**src/rtl/calc_sequencer.sv**
```systemverilog
// Calculator control sequencer: key entry, accumulator, ALU handshake and display.
module calc_sequencer #(
    parameter int unsigned DATA_W      = 16,
    parameter int unsigned ALU_TIMEOUT = 64
) (
    input  logic              clock,
    input  logic              reset,
    input  logic              newkey,
    input  logic [4:0]        keycode,
    output logic              key_ready,
    output logic              alu_req,
    output logic [1:0]        alu_op,
    output logic [DATA_W-1:0] alu_a,
    output logic              alu_a_sign,
    output logic [DATA_W-1:0] alu_b,
    input  logic              alu_ack,
    input  logic [DATA_W-1:0] alu_result,
    input  logic              alu_rsign,
    input  logic              alu_ovw,
    output logic [DATA_W-1:0] value,
    output logic              sign,
    output logic              ovw
);

    localparam int unsigned CNT_W = $clog2(ALU_TIMEOUT + 1);

    localparam logic [2:0] S_ENTER_A = 3'd0;
    localparam logic [2:0] S_ENTER_B = 3'd1;
    localparam logic [2:0] S_REQ     = 3'd2;
    localparam logic [2:0] S_WAIT    = 3'd3;
    localparam logic [2:0] S_SHOW    = 3'd4;

    localparam logic [1:0] OP_ADD  = 2'b00;
    localparam logic [1:0] OP_SUB  = 2'b01;
    localparam logic [1:0] OP_MULT = 2'b10;

    localparam logic [3:0] KEY_BS   = 4'h1;
    localparam logic [3:0] KEY_MULT = 4'h2;
    localparam logic [3:0] KEY_SUB  = 4'h3;
    localparam logic [3:0] KEY_EQ   = 4'h4;
    localparam logic [3:0] KEY_ADD  = 4'hA;

    // Internal state
    logic [2:0]        state, state_nxt;
    logic [DATA_W-1:0] entry, entry_nxt;
    logic [DATA_W-1:0] acc, acc_nxt;
    logic              acc_sign, acc_sign_nxt;
    logic [1:0]        pend_op, pend_op_nxt;
    logic              b_dig, b_dig_nxt;
    logic              ovw_nxt;
    logic [CNT_W-1:0]  tmo_cnt, tmo_cnt_nxt;

    // Registered output next values
    logic              key_ready_nxt;
    logic              alu_req_nxt;
    logic [1:0]        alu_op_nxt;
    logic [DATA_W-1:0] alu_a_nxt;
    logic              alu_a_sign_nxt;
    logic [DATA_W-1:0] alu_b_nxt;
    logic [DATA_W-1:0] value_nxt;
    logic              sign_nxt;

    // Key decode
    logic       key_digit_c;
    logic       key_bs_c;
    logic       key_eq_c;
    logic       key_op_c;
    logic [1:0] key_opcode_c;
    logic       entry_full_c;
    logic       busy_nxt_c;

    // Classify the incoming key event
    always_comb begin
        key_digit_c  = newkey && keycode[4];
        key_bs_c     = newkey && !keycode[4] && (keycode[3:0] == KEY_BS);
        key_eq_c     = newkey && !keycode[4] && (keycode[3:0] == KEY_EQ);
        key_op_c     = newkey && !keycode[4] &&
                       ((keycode[3:0] == KEY_ADD) || (keycode[3:0] == KEY_SUB) ||
                        (keycode[3:0] == KEY_MULT));
        key_opcode_c = OP_ADD;
        if (keycode[3:0] == KEY_SUB) begin
            key_opcode_c = OP_SUB;
        end else if (keycode[3:0] == KEY_MULT) begin
            key_opcode_c = OP_MULT;
        end
        entry_full_c = (entry[DATA_W-1 -: 4] != 4'd0);
    end

    // Next-state and next-output logic
    always_comb begin
        state_nxt    = state;
        entry_nxt    = entry;
        acc_nxt      = acc;
        acc_sign_nxt = acc_sign;
        pend_op_nxt  = pend_op;
        b_dig_nxt    = b_dig;
        ovw_nxt      = ovw;
        tmo_cnt_nxt  = tmo_cnt;

        key_ready_nxt  = key_ready;
        alu_req_nxt    = alu_req;
        alu_op_nxt     = alu_op;
        alu_a_nxt      = alu_a;
        alu_a_sign_nxt = alu_a_sign;
        alu_b_nxt      = alu_b;
        value_nxt      = value;
        sign_nxt       = sign;
        busy_nxt_c     = 1'b0;

        case (state)
            S_ENTER_A: begin
                if (key_digit_c) begin
                    if (!entry_full_c) begin
                        entry_nxt = {entry[DATA_W-5:0], keycode[3:0]};
                    end
                end else if (key_bs_c) begin
                    entry_nxt = entry >> 4;
                end else if (key_op_c) begin
                    acc_nxt      = entry;
                    acc_sign_nxt = 1'b0;
                    entry_nxt    = '0;
                    b_dig_nxt    = 1'b0;
                    pend_op_nxt  = key_opcode_c;
                    state_nxt    = S_ENTER_B;
                end
            end
            S_ENTER_B: begin
                if (key_digit_c) begin
                    if (!entry_full_c) begin
                        entry_nxt = {entry[DATA_W-5:0], keycode[3:0]};
                    end
                    b_dig_nxt = 1'b1;
                end else if (key_bs_c) begin
                    entry_nxt = entry >> 4;
                end else if (key_op_c) begin
                    pend_op_nxt = key_opcode_c;
                end else if (key_eq_c) begin
                    tmo_cnt_nxt = '0;
                    state_nxt   = S_REQ;
                end
            end
            S_REQ, S_WAIT: begin
                if ((state == S_WAIT) && alu_ack) begin
                    if (alu_ovw) begin
                        acc_nxt      = '0;
                        acc_sign_nxt = 1'b0;
                        ovw_nxt      = 1'b1;
                    end else begin
                        acc_nxt      = alu_result;
                        acc_sign_nxt = alu_rsign && (alu_result != '0);
                    end
                    state_nxt = S_SHOW;
                end else if (tmo_cnt == CNT_W'(ALU_TIMEOUT - 1)) begin
                    acc_nxt      = '0;
                    acc_sign_nxt = 1'b0;
                    ovw_nxt      = 1'b1;
                    state_nxt    = S_SHOW;
                end else begin
                    tmo_cnt_nxt = tmo_cnt + CNT_W'(1);
                    state_nxt   = S_WAIT;
                end
            end
            S_SHOW: begin
                if (key_digit_c) begin
                    entry_nxt    = DATA_W'(keycode[3:0]);
                    acc_sign_nxt = 1'b0;
                    state_nxt    = S_ENTER_A;
                end else if (key_op_c) begin
                    entry_nxt   = '0;
                    b_dig_nxt   = 1'b0;
                    pend_op_nxt = key_opcode_c;
                    state_nxt   = S_ENTER_B;
                end
            end
            default: begin
                state_nxt = S_ENTER_A;
            end
        endcase

        busy_nxt_c    = (state_nxt == S_REQ) || (state_nxt == S_WAIT);
        alu_req_nxt   = busy_nxt_c;
        key_ready_nxt = !busy_nxt_c;

        if ((state_nxt == S_REQ) && (state != S_REQ)) begin
            alu_op_nxt     = pend_op_nxt;
            alu_a_nxt      = acc_nxt;
            alu_a_sign_nxt = acc_sign_nxt;
            alu_b_nxt      = entry_nxt;
        end

        case (state_nxt)
            S_ENTER_A: begin
                value_nxt = entry_nxt;
                sign_nxt  = 1'b0;
            end
            S_ENTER_B: begin
                if (b_dig_nxt) begin
                    value_nxt = entry_nxt;
                    sign_nxt  = 1'b0;
                end else begin
                    value_nxt = acc_nxt;
                    sign_nxt  = acc_sign_nxt;
                end
            end
            S_SHOW: begin
                value_nxt = acc_nxt;
                sign_nxt  = acc_sign_nxt;
            end
            default: begin
                value_nxt = value;
                sign_nxt  = sign;
            end
        endcase
    end

    // State and output registers
    always_ff @(posedge clock or negedge reset) begin
        if (!reset) begin
            state      <= S_ENTER_A;
            entry      <= '0;
            acc        <= '0;
            acc_sign   <= 1'b0;
            pend_op    <= OP_ADD;
            b_dig      <= 1'b0;
            ovw        <= 1'b0;
            tmo_cnt    <= '0;
            key_ready  <= 1'b1;
            alu_req    <= 1'b0;
            alu_op     <= OP_ADD;
            alu_a      <= '0;
            alu_a_sign <= 1'b0;
            alu_b      <= '0;
            value      <= '0;
            sign       <= 1'b0;
        end else begin
            state      <= state_nxt;
            entry      <= entry_nxt;
            acc        <= acc_nxt;
            acc_sign   <= acc_sign_nxt;
            pend_op    <= pend_op_nxt;
            b_dig      <= b_dig_nxt;
            ovw        <= ovw_nxt;
            tmo_cnt    <= tmo_cnt_nxt;
            key_ready  <= key_ready_nxt;
            alu_req    <= alu_req_nxt;
            alu_op     <= alu_op_nxt;
            alu_a      <= alu_a_nxt;
            alu_a_sign <= alu_a_sign_nxt;
            alu_b      <= alu_b_nxt;
            value      <= value_nxt;
            sign       <= sign_nxt;
        end
    end

endmodule

```
**config.mk**
```make
export PLATFORM = sky130hd
export DESIGN_NAME = calc_sequencer
export DESIGN_NICKNAME = d
export VERILOG_FILES = /design/src/rtl/calc_sequencer.sv
export SDC_FILE = /design/constraint.sdc
export NUM_CORES = 1
export LEC_CHECK = 0
export BUFFER_PORTS_ARGS = -buffer_cell sky130_fd_sc_hd__buf_2
export CAP_MARGIN = 10
export CORE_AREA = 2 2 106 108
export CTS_CLUSTER_SIZE = 24
export DETAILED_ROUTE_END_ITERATION = 10
export DIE_AREA = 0 0 108 110
export GPL_TIMING_DRIVEN = 1
export PLACE_DENSITY = 0.67
export SLEW_MARGIN = 20
export SYNTH_ARGS = -nofsm -noshare
export SYNTH_HDL_FRONTEND = slang
export SYNTH_SLANG_ARGS = --single-unit
export TNS_END_PERCENT = 20
```
**constraint.sdc**
```tcl
create_clock -name clock -period 2.3 [get_ports clock]
set_clock_uncertainty 0.15 [all_clocks]
set_input_delay 0.69 -clock clock [delete_from_list [all_inputs] [get_ports clock]]
set_output_delay 0.69 -clock clock [all_outputs]
set_load 0.02 [all_outputs]
```
==> results.py <==
metrics = {
    "drt": {
        "drc": 0,
        "first_pass_iters": 6,
        "via_per_inst": 5.495,
        "ant_nets": 0,
        "detail_route.wl_per_cell_um": 17.70,
        "drtIter0Drc": 351,
        "route.vias.total": 4143,
        "routed_wl_um": 13350,
    },
    "floorplanning": {
        "rows": 38,
        "ios": 82,
        "die-area_mm2": 0.01188,
        "core_mm2": 0.01070,
        "die_height_um": 110,
        "start_util_pct": 43.85,
        "die_w_um": 108,
    },
    "clock_network": {
        "cts_buffers": 9,
        "clk_pin_slew_worst_paths_ns": 0.10,
        "clkLatencyLatePin_ns": 0.40,
        "cts_max_level": 3,
        "cts_buffer_depth": 2,
        "hold_buffers": 0,
        "cts_root_buffer": "clkbuf_8",
        "clock-sinks": 101,
        "tritoncts": "built",
    },
    "power_and_ir_drop": {
        "power.density_mw_per_mm2": 1001,
        "ir_drop_uv": 707.5,
        "leakagePower_nw": 3.069,
        "finalPower_mw": 6.062,
    },
    "synth": {
        "ys_warn_count": 0,
        "syn_inst": 463,
        "synth_seq_cells": 101,
        "synth-seq-area-share_pct": 53.91,
        "synth-edff-count": 0,
        "syn_area_per_cell_um2": 10.13,
        "syn_nets": 491,
        "synth_ff_type": "dfrtp_1",
        "ys_types": 63,
        "async_flop_share_pct": 100.0,
        "syn_area_mm2": 0.004691,
    },
    "timing": {
        "worstMarginPinSlew_ns": 0.5528,
        "fmax_mhz": 440.7,
        "period_minus_slack_ns": 2.269,
        "hold_viol": 0,
        "worst_slack_ns": 0.03066,
        "hold_ws_ns": 0.1957,
        "fin_crit_sh_pct": 98.67,
        "rsz0062_at_grt": "yes",
        "slew_viol_final": 0,
        "relSlewSlack_pct": 63.14,
        "setup_violations": 0,
    },
    "final_layout": {
        "final_cell_area_mm2": 0.006058,
        "fillers": 980,
        "drive_above_1_share_pct": 36.81,
        "antenna_cells": 0,
        "area_growth_pct": 29.15,
        "final_util_pct": 56.63,
        "nets": 637,
    },
    "critical_path": {
        "worstPathRequired_ns": 2.43,
        "path_class": "flop to flop",
        "crit_arrival_ns": 2.40,
        "crit_path_start_kind": "flop",
        "path_delay_family": "compound AO/OA/AOI/OAI gates",
        "critPathSlowestCell": "dfrtp_1",
        "cp-startpoint": "entry[14]$_DFF_PN0_",
        "cp_num_buf_inv": 2,
        "worstReg2RegStart": "entry[14]$_DFF_PN0_",
        "worstSetupEndpointType": "flop",
        "cp_max_fo": 5,
        "crit_chain": "nor4_4 > buf_4 > mux2_2 > a221oi_1 > a211oi_2 > buf_4 > nand2_1 > nand2_1",
        "max_stage_delay_ns": 0.43,
    },
    "placed_design": {
        "dp_hpwl_um": 9456,
        "gp_congestion": 0.9177,
        "portBuffers": 81,
        "pre_cts_ws_ns": -0.4148,
        "dpl_cell_area_mm2": 0.005744,
    },
    "worst_hold_path": {
        "hold_path_class": "primary input to asynchronous set/reset pin",
    },
    "global_routing": {
        "track_usage_pct": 23.86,
        "antenna_found_initial": 0,
        "grt_pass1_wl_um": 21290,
        "grt_pass1_vias": 4126,
        "grt_max_degree": 102,
        "grt-ovfl-total": 0,
    },
    "run_status": {
        "status": "complete, no violations",
    },
    "job": {
        "cap_violations": 0,
    },
}
==> registers in the layout (all words and copies together), names as in the netlist <==
name and flops:
acc 16, acc_sign 1, alu_a 16, alu_a_sign 1, alu_b 16, alu_op 2, alu_req 1, b_dig 1
entry 16, key_ready 1, ovw 1, pend_op 2, sign 1, state 3, tmo_cnt 7, value 16
==> path summary, 6_finish.rpt <==
| path | end | slack, ns | cells past startpoint |
|---|---|---|---|
| setup reg to reg | alu_b[3]$_DFFE_PN0P_ | 0.03 | 8 |
| setup / recovery | alu_b[3]$_DFFE_PN0P_ | 0.03 | 8 |
| max in group asynchronous | acc[8]$_DFF_PN0_ | 1.39 | 2 |
| min in group clock | ovw$_DFFE_PN0P_ | 0.33 | 1 |
| hold reg to reg | ovw$_DFFE_PN0P_ | 0.33 | 1 |
| hold / removal | state[1]$_DFF_PN0_ | 0.20 | 2 |
==> Yosys cell counts, types with 7 or more instances <==
cell type | count | area share, %
dfrtp_1 | 100 | 53
o21ai_0 | 24 | 2.6
a222oi_1 | 11 | 2.3
nor2_1 | 36 | 2.9
mux2_2 | 7 | 1.7
buf_2 | 11 | 1.2
and2_1 | 13 | 1.7
clkbuf_1 | 11 | 0.88
inv_1 | 25 | 2.0
nand2_1 | 86 | 6.9
a21oi_1 | 7 | 0.75
nand3_1 | 7 | 0.75
a221o_2 | 9 | 2.2
mux2i_1 | 10 | 2.1
o21ai_1 | 9 | 0.96
==> per-layer routing <==
| layer | up-vias | track usage, % | routed length, µm |
|---|---|---|---|
| li1 | 1949 | - | - |
| met1 | 2005 | 29.97 | 5706 |
| met2 | 151 | 38.68 | 6349 |
| met3 | 38 | 6.761 | 785 |
| met4 | 0 | 10.53 | 505 |
| met5 | - | 0 | 0 |
==> power breakdown <==
part           total [mW]  switching (mW)  leakage, nW  internal, mW
registers            2.62           0.362         1.36          2.26
logic                2.36            1.29         1.63          1.08
clock network        1.08           0.671       0.0858         0.413
==> cells in the final DEF, fill, tap and decap left out, types with 4 or more instances in the layout <==
| cell type | n |
|---|---|
| a21oi_1 | 7 |
| a221o_2 | 9 |
| a222oi_1 | 11 |
| a22oi_1 | 6 |
| a31oi_1 | 5 |
| and2_1 | 13 |
| and3_1 | 5 |
| buf_2 | 80 |
| buf_4 | 76 |
| clkbuf_8 | 9 |
| dfrtp_1 | 99 |
| inv_1 | 25 |
| mux2_2 | 7 |
| mux2i_1 | 9 |
| nand2_1 | 86 |
| nand3_1 | 6 |
| nor2_1 | 35 |
| nor3b_1 | 4 |
| nor4_1 | 4 |
| o21ai_0 | 20 |
| o21ai_1 | 13 |
| o31ai_1 | 5 |
==> per-stage QoR <==
step | setup TNS [ns] | std cells
after floorplan | -2.489 | 463
after global placement | -16.08 | 733
after CTS | 0 | 753
after detailed placement | -18.56 | 733
after global routing | -0.8948 | 754
final | 0 | 754
==> logic make-up (layout without fill, tap and decap cells) <==
kind of cell	after synthesis	count (layout)	synth area share [%]
XOR/XNOR	3	3	0.5603
buffers and inverters	50	200	4.775
flip-flops	101	101	53.91
multiplexers	17	17	3.815
adder cells (fa/ha/maj)	1	1	0.2667
AND/OR/NAND/NOR	180	180	18.65
AO/OA/AOI/OAI	111	112	18.03
==> final cells by class <==
cell class              count  area, µm²  share of cell area [%]
clock inverters             6      52.55                  0.8674
clock buffers              10      127.6                   2.107
repair buffers            159       1031                   17.02
flip-flops and latches    101       2530                   41.76
well taps                 140      175.2                   2.891
multi-input cells         313       2048                   33.81
inverters                  25      93.84                   1.549
==> worst reg2reg max path, delay by kind of cell, from the launching register on <==
| kind | cells | cell delay, ns |
|---|---|---|
| AO/OA/AOI/OAI | 2 | 0.53 |
| flip-flops | 1 | 0.43 |
| buffers and inverters | 2 | 0.35 |
| AND/OR/NAND/NOR | 3 | 0.39 |
| multiplexers | 1 | 0.33 |
==> timing repair <==
item,CTS,global route
resized for setup,7,15
pin swaps,5,4
buffers inserted,3,1
endpoints found under the hold margin,0,0
cloned,1,0
setup endpoints to repair,31,40
Power figures use the tool's default switching activity.
